==> src/rtl/hazard_sched_ctrl_pkg.sv <==
`default_nettype none
// ============================================================================
//  Module      : hazard_sched_ctrl_pkg
//  Description : Shared types and constants for the pipeline sequencing
//                controller (state encoding, register index, NOP word).
//  Revision    : 1.0 - initial release
// ============================================================================
package hazard_sched_ctrl_pkg;

    // Controller states; RUN must encode as zero so reset lands there.
    typedef enum logic [1:0] {
        RUN      = 2'd0,
        LU_STALL = 2'd1,
        MEM_WAIT = 2'd2,
        HALT     = 2'd3
    } state_t;

    // Architectural register index of the SIMPLE core.
    typedef logic [2:0] regIdx_t;

    // Instruction word the p2 latch loads when p2_bubble is asserted.
    localparam logic [15:0] c_NOP_INSTR = 16'h0000;

    // Width of the load-use stall counter (LOAD_LAT is at most 3).
    localparam int LU_W = 2;

endpackage : hazard_sched_ctrl_pkg
`default_nettype wire

==> src/rtl/hazard_sched_cnt.sv <==
`default_nettype none
// ============================================================================
//  Module      : hazard_sched_cnt
//  Description : Generic up-counter with clear, load, enable and pause that
//                saturates at all-ones. Clear beats load beats counting.
//  Revision    : 1.0 - initial release
// ============================================================================
module hazard_sched_cnt #(
    parameter int W = 8
) (
    input  logic         clk,
    input  logic         rst_n,
    input  logic         clr,
    input  logic         ld,
    input  logic [W-1:0] ldVal,
    input  logic         en,
    input  logic         pause,
    output logic [W-1:0] cnt
);

    localparam logic [W-1:0] c_MAX = '1;

    logic [W-1:0] r_cnt;

    // Count register: clear, load, or saturating increment when not paused.
    always_ff @(posedge clk or negedge rst_n) begin
        if (!rst_n) begin
            r_cnt <= '0;
        end else if (clr) begin
            r_cnt <= '0;
        end else if (ld) begin
            r_cnt <= ldVal;
        end else if (en && !pause && (r_cnt != c_MAX)) begin
            r_cnt <= r_cnt + 1'b1;
        end
    end

    assign cnt = r_cnt;

endmodule : hazard_sched_cnt
`default_nettype wire

==> src/rtl/hazard_sched_ctrl.sv <==
`default_nettype none
// ============================================================================
//  Module      : hazard_sched_ctrl
//  Description : Pipeline sequencing controller. Drives PC / latch enables,
//                bubbles and flushes for load-use stalls, memory wait states
//                with timeout, taken-branch flushes and halt/restart.
//  Revision    : 1.0 - initial release
// ============================================================================
module hazard_sched_ctrl
    import hazard_sched_ctrl_pkg::*;
#(
    parameter int LOAD_LAT    = 1,
    parameter int MEM_TIMEOUT = 255,
    parameter int TO_W        = 8,
    parameter int CNT_W       = 16
) (
    input  logic             clk,
    input  logic             rst_n,
    input  regIdx_t          p1_RegRs,
    input  regIdx_t          p1_RegRt,
    input  logic             p1_UseRs,
    input  logic             p1_UseRt,
    input  regIdx_t          p2_RegRd,
    input  logic             p2_MemRead,
    input  logic             p3_BrTaken,
    input  logic             mem_req,
    input  logic             mem_ack,
    input  logic             halt_req,
    input  logic             restart,
    input  logic             stat_clr,
    output logic             pc_we,
    output logic             p1_we,
    output logic             p2_bubble,
    output logic             p1_flush,
    output logic             p2_flush,
    output logic             p3_we,
    output logic             halted,
    output logic             mem_err,
    output logic [CNT_W-1:0] stall_cnt
);

    // The lu counter counts stall cycles already spent in LU_STALL; the
    // RUN-state bubble is the first one, so LU_STALL exits at LOAD_LAT-2.
    localparam logic [LU_W-1:0] c_LU_LAST = LU_W'(LOAD_LAT - 2);
    // Timeout counter enters MEM_WAIT at 1; the cycle it reads
    // MEM_TIMEOUT-1 without an ack is the cycle it would reach MEM_TIMEOUT.
    localparam logic [TO_W-1:0] c_TO_LAST = TO_W'(MEM_TIMEOUT - 1);
    localparam logic [TO_W-1:0] c_TO_ONE  = TO_W'(1);

    state_t          r_state;
    state_t          w_nxtState;
    logic            r_memErr;
    logic            w_lu;
    logic            w_memWait;
    logic            w_luClr;
    logic            w_luEn;
    logic            w_luPause;
    logic            w_toLd;
    logic            w_toEn;
    logic            w_errSet;
    logic            w_stallInc;
    logic [LU_W-1:0] w_luCnt;
    logic [TO_W-1:0] w_toCnt;

    assign w_lu = p2_MemRead &
                  ((p1_UseRs & (p2_RegRd == p1_RegRs)) |
                   (p1_UseRt & (p2_RegRd == p1_RegRt)));
    assign w_memWait = mem_req & ~mem_ack;

    // State register and sticky timeout flag.
    always_ff @(posedge clk or negedge rst_n) begin
        if (!rst_n) begin
            r_state  <= RUN;
            r_memErr <= 1'b0;
        end else begin
            r_state <= w_nxtState;
            if (w_errSet) begin
                r_memErr <= 1'b1;
            end
        end
    end

    // Next-state, counter controls and pipeline enables.
    always_comb begin
        w_nxtState = r_state;
        pc_we      = 1'b0;
        p1_we      = 1'b0;
        p2_bubble  = 1'b0;
        p1_flush   = 1'b0;
        p2_flush   = 1'b0;
        p3_we      = 1'b0;
        halted     = 1'b0;
        w_luClr    = 1'b0;
        w_luEn     = 1'b0;
        w_luPause  = 1'b0;
        w_toLd     = 1'b0;
        w_toEn     = 1'b0;
        w_errSet   = 1'b0;

        case (r_state)
            RUN: begin
                if (halt_req) begin
                    w_nxtState = HALT;
                end else if (w_memWait) begin
                    w_nxtState = MEM_WAIT;
                    w_toLd     = 1'b1;
                end else if (p3_BrTaken) begin
                    // Branch squashes the hazard instruction, so no stall.
                    pc_we    = 1'b1;
                    p1_we    = 1'b1;
                    p3_we    = 1'b1;
                    p1_flush = 1'b1;
                    p2_flush = 1'b1;
                end else if (w_lu) begin
                    p2_bubble = 1'b1;
                    p3_we     = 1'b1;
                    if (LOAD_LAT > 1) begin
                        w_nxtState = LU_STALL;
                        w_luClr    = 1'b1;
                    end
                end else begin
                    pc_we = 1'b1;
                    p1_we = 1'b1;
                    p3_we = 1'b1;
                end
            end
            LU_STALL: begin
                if (halt_req) begin
                    w_nxtState = HALT;
                end else if (w_memWait) begin
                    w_luPause = 1'b1;
                end else begin
                    p2_bubble = 1'b1;
                    p3_we     = 1'b1;
                    if (w_luCnt == c_LU_LAST) begin
                        w_nxtState = RUN;
                    end else begin
                        w_luEn = 1'b1;
                    end
                end
            end
            MEM_WAIT: begin
                if (mem_ack) begin
                    w_nxtState = RUN;
                end else if (w_toCnt >= c_TO_LAST) begin
                    w_errSet   = 1'b1;
                    w_nxtState = HALT;
                end else begin
                    w_toEn = 1'b1;
                end
            end
            HALT: begin
                halted = 1'b1;
                if (restart && !halt_req) begin
                    w_nxtState = RUN;
                end
            end
            default: begin
                w_nxtState = RUN;
            end
        endcase

        // A flushed p2 must never also receive a bubble.
        if (p2_flush) begin
            p2_bubble = 1'b0;
        end

        // Everything quiet while reset is held.
        if (!rst_n) begin
            w_nxtState = RUN;
            pc_we      = 1'b0;
            p1_we      = 1'b0;
            p2_bubble  = 1'b0;
            p1_flush   = 1'b0;
            p2_flush   = 1'b0;
            p3_we      = 1'b0;
            halted     = 1'b0;
            w_errSet   = 1'b0;
        end
    end

    assign mem_err    = r_memErr;
    assign w_stallInc = rst_n & (r_state != HALT) & ~pc_we;

    hazard_sched_cnt #(.W(LU_W)) u_luCnt (
        .clk   (clk),
        .rst_n (rst_n),
        .clr   (w_luClr),
        .ld    (1'b0),
        .ldVal ({LU_W{1'b0}}),
        .en    (w_luEn),
        .pause (w_luPause),
        .cnt   (w_luCnt)
    );

    hazard_sched_cnt #(.W(TO_W)) u_toCnt (
        .clk   (clk),
        .rst_n (rst_n),
        .clr   (1'b0),
        .ld    (w_toLd),
        .ldVal (c_TO_ONE),
        .en    (w_toEn),
        .pause (1'b0),
        .cnt   (w_toCnt)
    );

    hazard_sched_cnt #(.W(CNT_W)) u_stallCnt (
        .clk   (clk),
        .rst_n (rst_n),
        .clr   (stat_clr),
        .ld    (1'b0),
        .ldVal ({CNT_W{1'b0}}),
        .en    (w_stallInc),
        .pause (1'b0),
        .cnt   (stall_cnt)
    );

endmodule : hazard_sched_ctrl
`default_nettype wire

==> config.mk <==
export PLATFORM = sky130hd
export DESIGN_NAME = hazard_sched_ctrl
export DESIGN_NICKNAME = d
export VERILOG_FILES = /design/src/rtl/hazard_sched_ctrl_pkg.sv /design/src/rtl/hazard_sched_cnt.sv /design/src/rtl/hazard_sched_ctrl.sv
export SDC_FILE = /design/constraint.sdc
export NUM_CORES = 1
export LEC_CHECK = 0
export ABC_AREA = 1
export CORE_UTILIZATION = 56
export DETAILED_ROUTE_END_ITERATION = 8
export GPL_TIMING_DRIVEN = 0
export PLACE_DENSITY = 0.86
export SYNTH_ARGS = -nofsm -noshare
export SYNTH_HDL_FRONTEND = slang
export SYNTH_SLANG_ARGS = --single-unit
==> constraint.sdc <==
create_clock -name clk -period 2.75 [get_ports clk]
set_input_delay 0.4125 -clock clk [delete_from_list [all_inputs] [get_ports clk]]
set_output_delay 0.4125 -clock clk [all_outputs]
set_load 0.01 [all_outputs]
==> PnR_summary.wiki <==
{| class="wikitable"
! Metric !! Value
|-
| Status || complete, no violations
|-
| Biggest area consumer among synthesized cells || dfrtp_1
|-
| Primary FF master, synth || dfrtp_1
|-
| Element type at the critical path end || primary output
|-
| Final routed DRC violation total || 0
|-
| Yosys reg bits || 29
|-
| CTS max path bufs || 2
|-
| Initial DRC Count || 141
|-
| Worst Slack Setup Final || 0.144 ns
|-
| Synthesis Warnings || 0
|-
| Antenna Violating Nets Remaining || 0
|-
| Maximum ir drop on the vdd rail || 0.320 mV
|-
| Wirelength per Cell || 12.4 um
|-
| Worst Path Arrival || 2.19 ns
|-
| Startpoint kind of the worst setup timing path || input port
|-
| DIE WIDTH || 64.0 um
|-
| Overall track demand over capacity in global routing || 28.7%
|-
| Clock transition at path regs || 0.07 ns
|-
| Power per unit of standard cell area || 481 nW/um^2
|-
| Cell Rows || 22
|-
| Final setup viols || 0
|-
| Antenna diode instance count || 0
|-
| Clock latency at the later pin of the worst-skew pair || 0.28 ns
|-
| Top-level I/O count || 44
|-
| NumNets Final || 397
|-
| Total via count after detailed routing || 2208
|-
| Final critical path time including I/O delays and setup || 2.61 ns
|-
| TNS Setup || 0 ns
|-
| Relative slew margins || 64.2%
|-
| H-tree Lvls || 2
|-
| Final HPWL DP || 3770 um
|-
| CTS buffer count || 5
|-
| Vertical die dimension || 64.0 um
|-
| Pre-CTS setup slack || -0.213 ns
|-
| Wire length of the first global-routing pass || 9280 um
|-
| Detailed-routing iteration count for the pre-antenna-repair pass || 5
|-
| TritonCTS Sinks || 29
|-
| Combined area of all synthesized cells || 2150 um^2
|-
| Pins Over Slew Limit || 0
|-
| Seq/Total Area, Yosys || 33.8%
|-
| Final worst path period share || 94.8%
|-
| Maximum frequency from static timing analysis || 0.384 GHz
|-
| Largest cells by area after synthesis || dfrtp_1, nand2_1, nor2_1
|-
| Syn Inst Count || 320
|-
| Max cap viols || 0
|-
| Final count of hold timing violations || 0
|-
| Post-CTS Hold Buffers || 0
|-
| Clock tree from TritonCTS || yes
|-
| GRT Residual Overflow || 0
|-
| Cell variety after synth || 27
|-
| Worst-path fanout max || 7
|-
| Number of nets produced by synthesis || 344
|-
| Async SR Flop Fraction || 100%
|-
| Starting density of the core || 58.7%
|-
| Gpl congestion || 0.854
|-
| Most frequent cells in the layout || nand2_1, nor2_1, inv_1, clkdlybuf4s50_1, dfrtp_1
|-
| Share of cells above drive strength 1 || 10.4%
|-
| Leak || 0.00136 uW
|-
| Top cell type's share of synthesized area || 33.8%
|-
| Number of inserted filler cells in the final layout || 295
|-
| Pin count of the biggest net entering global routing || 37
|-
| Vias per inst || 5.23
|-
| Area growth, synth to finish || 27.7%
|-
| Number of I/O port buffers || 43
|-
| Type of the worst setup path || input port to primary output
|-
| Transition time at the pin with the least slew margin || 0.536 ns
|-
| RSZ-0062 raised after global routing || false
|-
| Post-detailed-routing wire length || 5210 um
|-
| Most frequent standard cell in the layout excluding fill and tap cells || nand2_1
|-
| Tightest Hold Check Type || input port to asynchronous set/reset pin
|-
| Data required, critical path || 2.34 ns
|-
| Core Area || 3660 um^2
|-
| Die area || 4090 um^2
|-
| Number of global-route vias before repair || 2221
|-
| Number of enable-type register cells in the synthesized netlist || 0
|-
| Avg Inst Size Synth || 6.72 um^2
|-
| Maximum clock skew at final layout || 0.00803 ns
|-
| Initial antenna violation count || 0
|-
| Clock root buffer || clkbuf_8
|}
## through the flow
stage	hold WS [ns]	cell area, um^2	util, %	total power [uW]	cells
6_report	0.0627	2750	75.0	1320	422
3_3_place_gp	0.460	2640	72.1	952	411
2_1_floorplan	0.117	2150	-	821	320
3_5_place_dp	0.462	2640	72.0	970	411
4_1_cts	0.0826	2720	74.2	1320	418
5_1_grt	0.104	2750	75.0	1410	422
## metal layers
layer  global-route usage [%]  part of all wire [%]
met4                     10.5                   1.6
met2                     52.3                    50
met1                     33.0                    44
met3                     5.54                   4.2
met5                        0                     0
## cells by family after synthesis
kind of cell / share of synthesized area, %
simple gates: 44.4
buf+inv: 11.2
flops: 33.8
compound gates: 4.07
xor+xnor: 3.67
fa+ha+maj: 2.33
mux: 0.524
## registers in the layout, summed over array words and instances, names as in the netlist
name / cells
r_state: 2
mem_err: 1
u_stallCnt.cnt: 16
u_toCnt.cnt: 8
u_luCnt.cnt: 2
## layout make-up
type	instances	area, um^2	share of cell area (%)
timing repair buffer	47	458	16.7
clock inverter	2	10.0	0.365
inverter	49	184	6.70
multi-input combinational	234	1180	43.1
buffer	7	52.6	1.91
sequential	29	726	26.4
clock buffer	6	72.6	2.64
tap	48	60.1	2.19
## path summary, 6_finish.rpt
| kind | from | cells past startpoint | end | slack (ns) |
|---|---|---|---|---|
| worst min register to register | mem_err | 1 | mem_err | 0.48 |
| max in group asynchronous | rst_n | 1 | u_toCnt.cnt[2] | 2.36 |
| worst max register to register | u_stallCnt.cnt[0] | 9 | u_stallCnt.cnt[6] | 0.90 |
| worst min-delay path | rst_n | 1 | r_state[1] | 0.06 |
| worst max-delay path | p2_RegRd[1] | 12 | pc_we | 0.14 |
| min in group clk | mem_err | 1 | mem_err | 0.48 |
## critical path, cell delays in order
cell and delay [ns]:
clkdlybuf4s50_1 0.48, inv_1 0.07, nand2_1 0.06, nand2_1 0.04, nor2_1 0.11, nand2_1 0.06, nand2_1 0.07, nand2_1 0.12
nand2_4 0.14, inv_1 0.06, buf_4 0.12, clkdlybuf4s50_1 0.46
## cells in the mapped netlist, types with 2 or more instances
| library cell | instances |
|---|---|
| nor2_1 | 46 |
| nor2_2 | 2 |
| dfrtp_1 | 29 |
| xnor2_1 | 2 |
| nand3_2 | 8 |
| nor3_1 | 5 |
| buf_2 | 3 |
| nand3_1 | 24 |
| inv_2 | 5 |
| nand2_4 | 2 |
| o21ai_0 | 9 |
| xor2_1 | 7 |
| nor2_4 | 2 |
| buf_4 | 2 |
| buf_1 | 2 |
| nand2_1 | 87 |
| inv_1 | 43 |
| a21oi_1 | 7 |
| ha_1 | 4 |
| nand4_1 | 24 |
## power by group
group / total [uW] / leakage (uW) / internal, uW / switching [uW]
combinational: 432 / 0.000920 / 180 / 251
clock: 345 / 0.0000450 / 175 / 170
sequential: 543 / 0.000393 / 485 / 58.0
total: 1320 / 0.00136 / 840 / 479
## what timing repair did
item	4_1_cts	5_1_grt
gates cloned	0	0
pin swaps	0	1
hold endpoints to repair	0	0
resized for setup	1	0
setup endpoints to repair	2	1
buffers inserted	0	4
(Power assumes the default switching activity.)
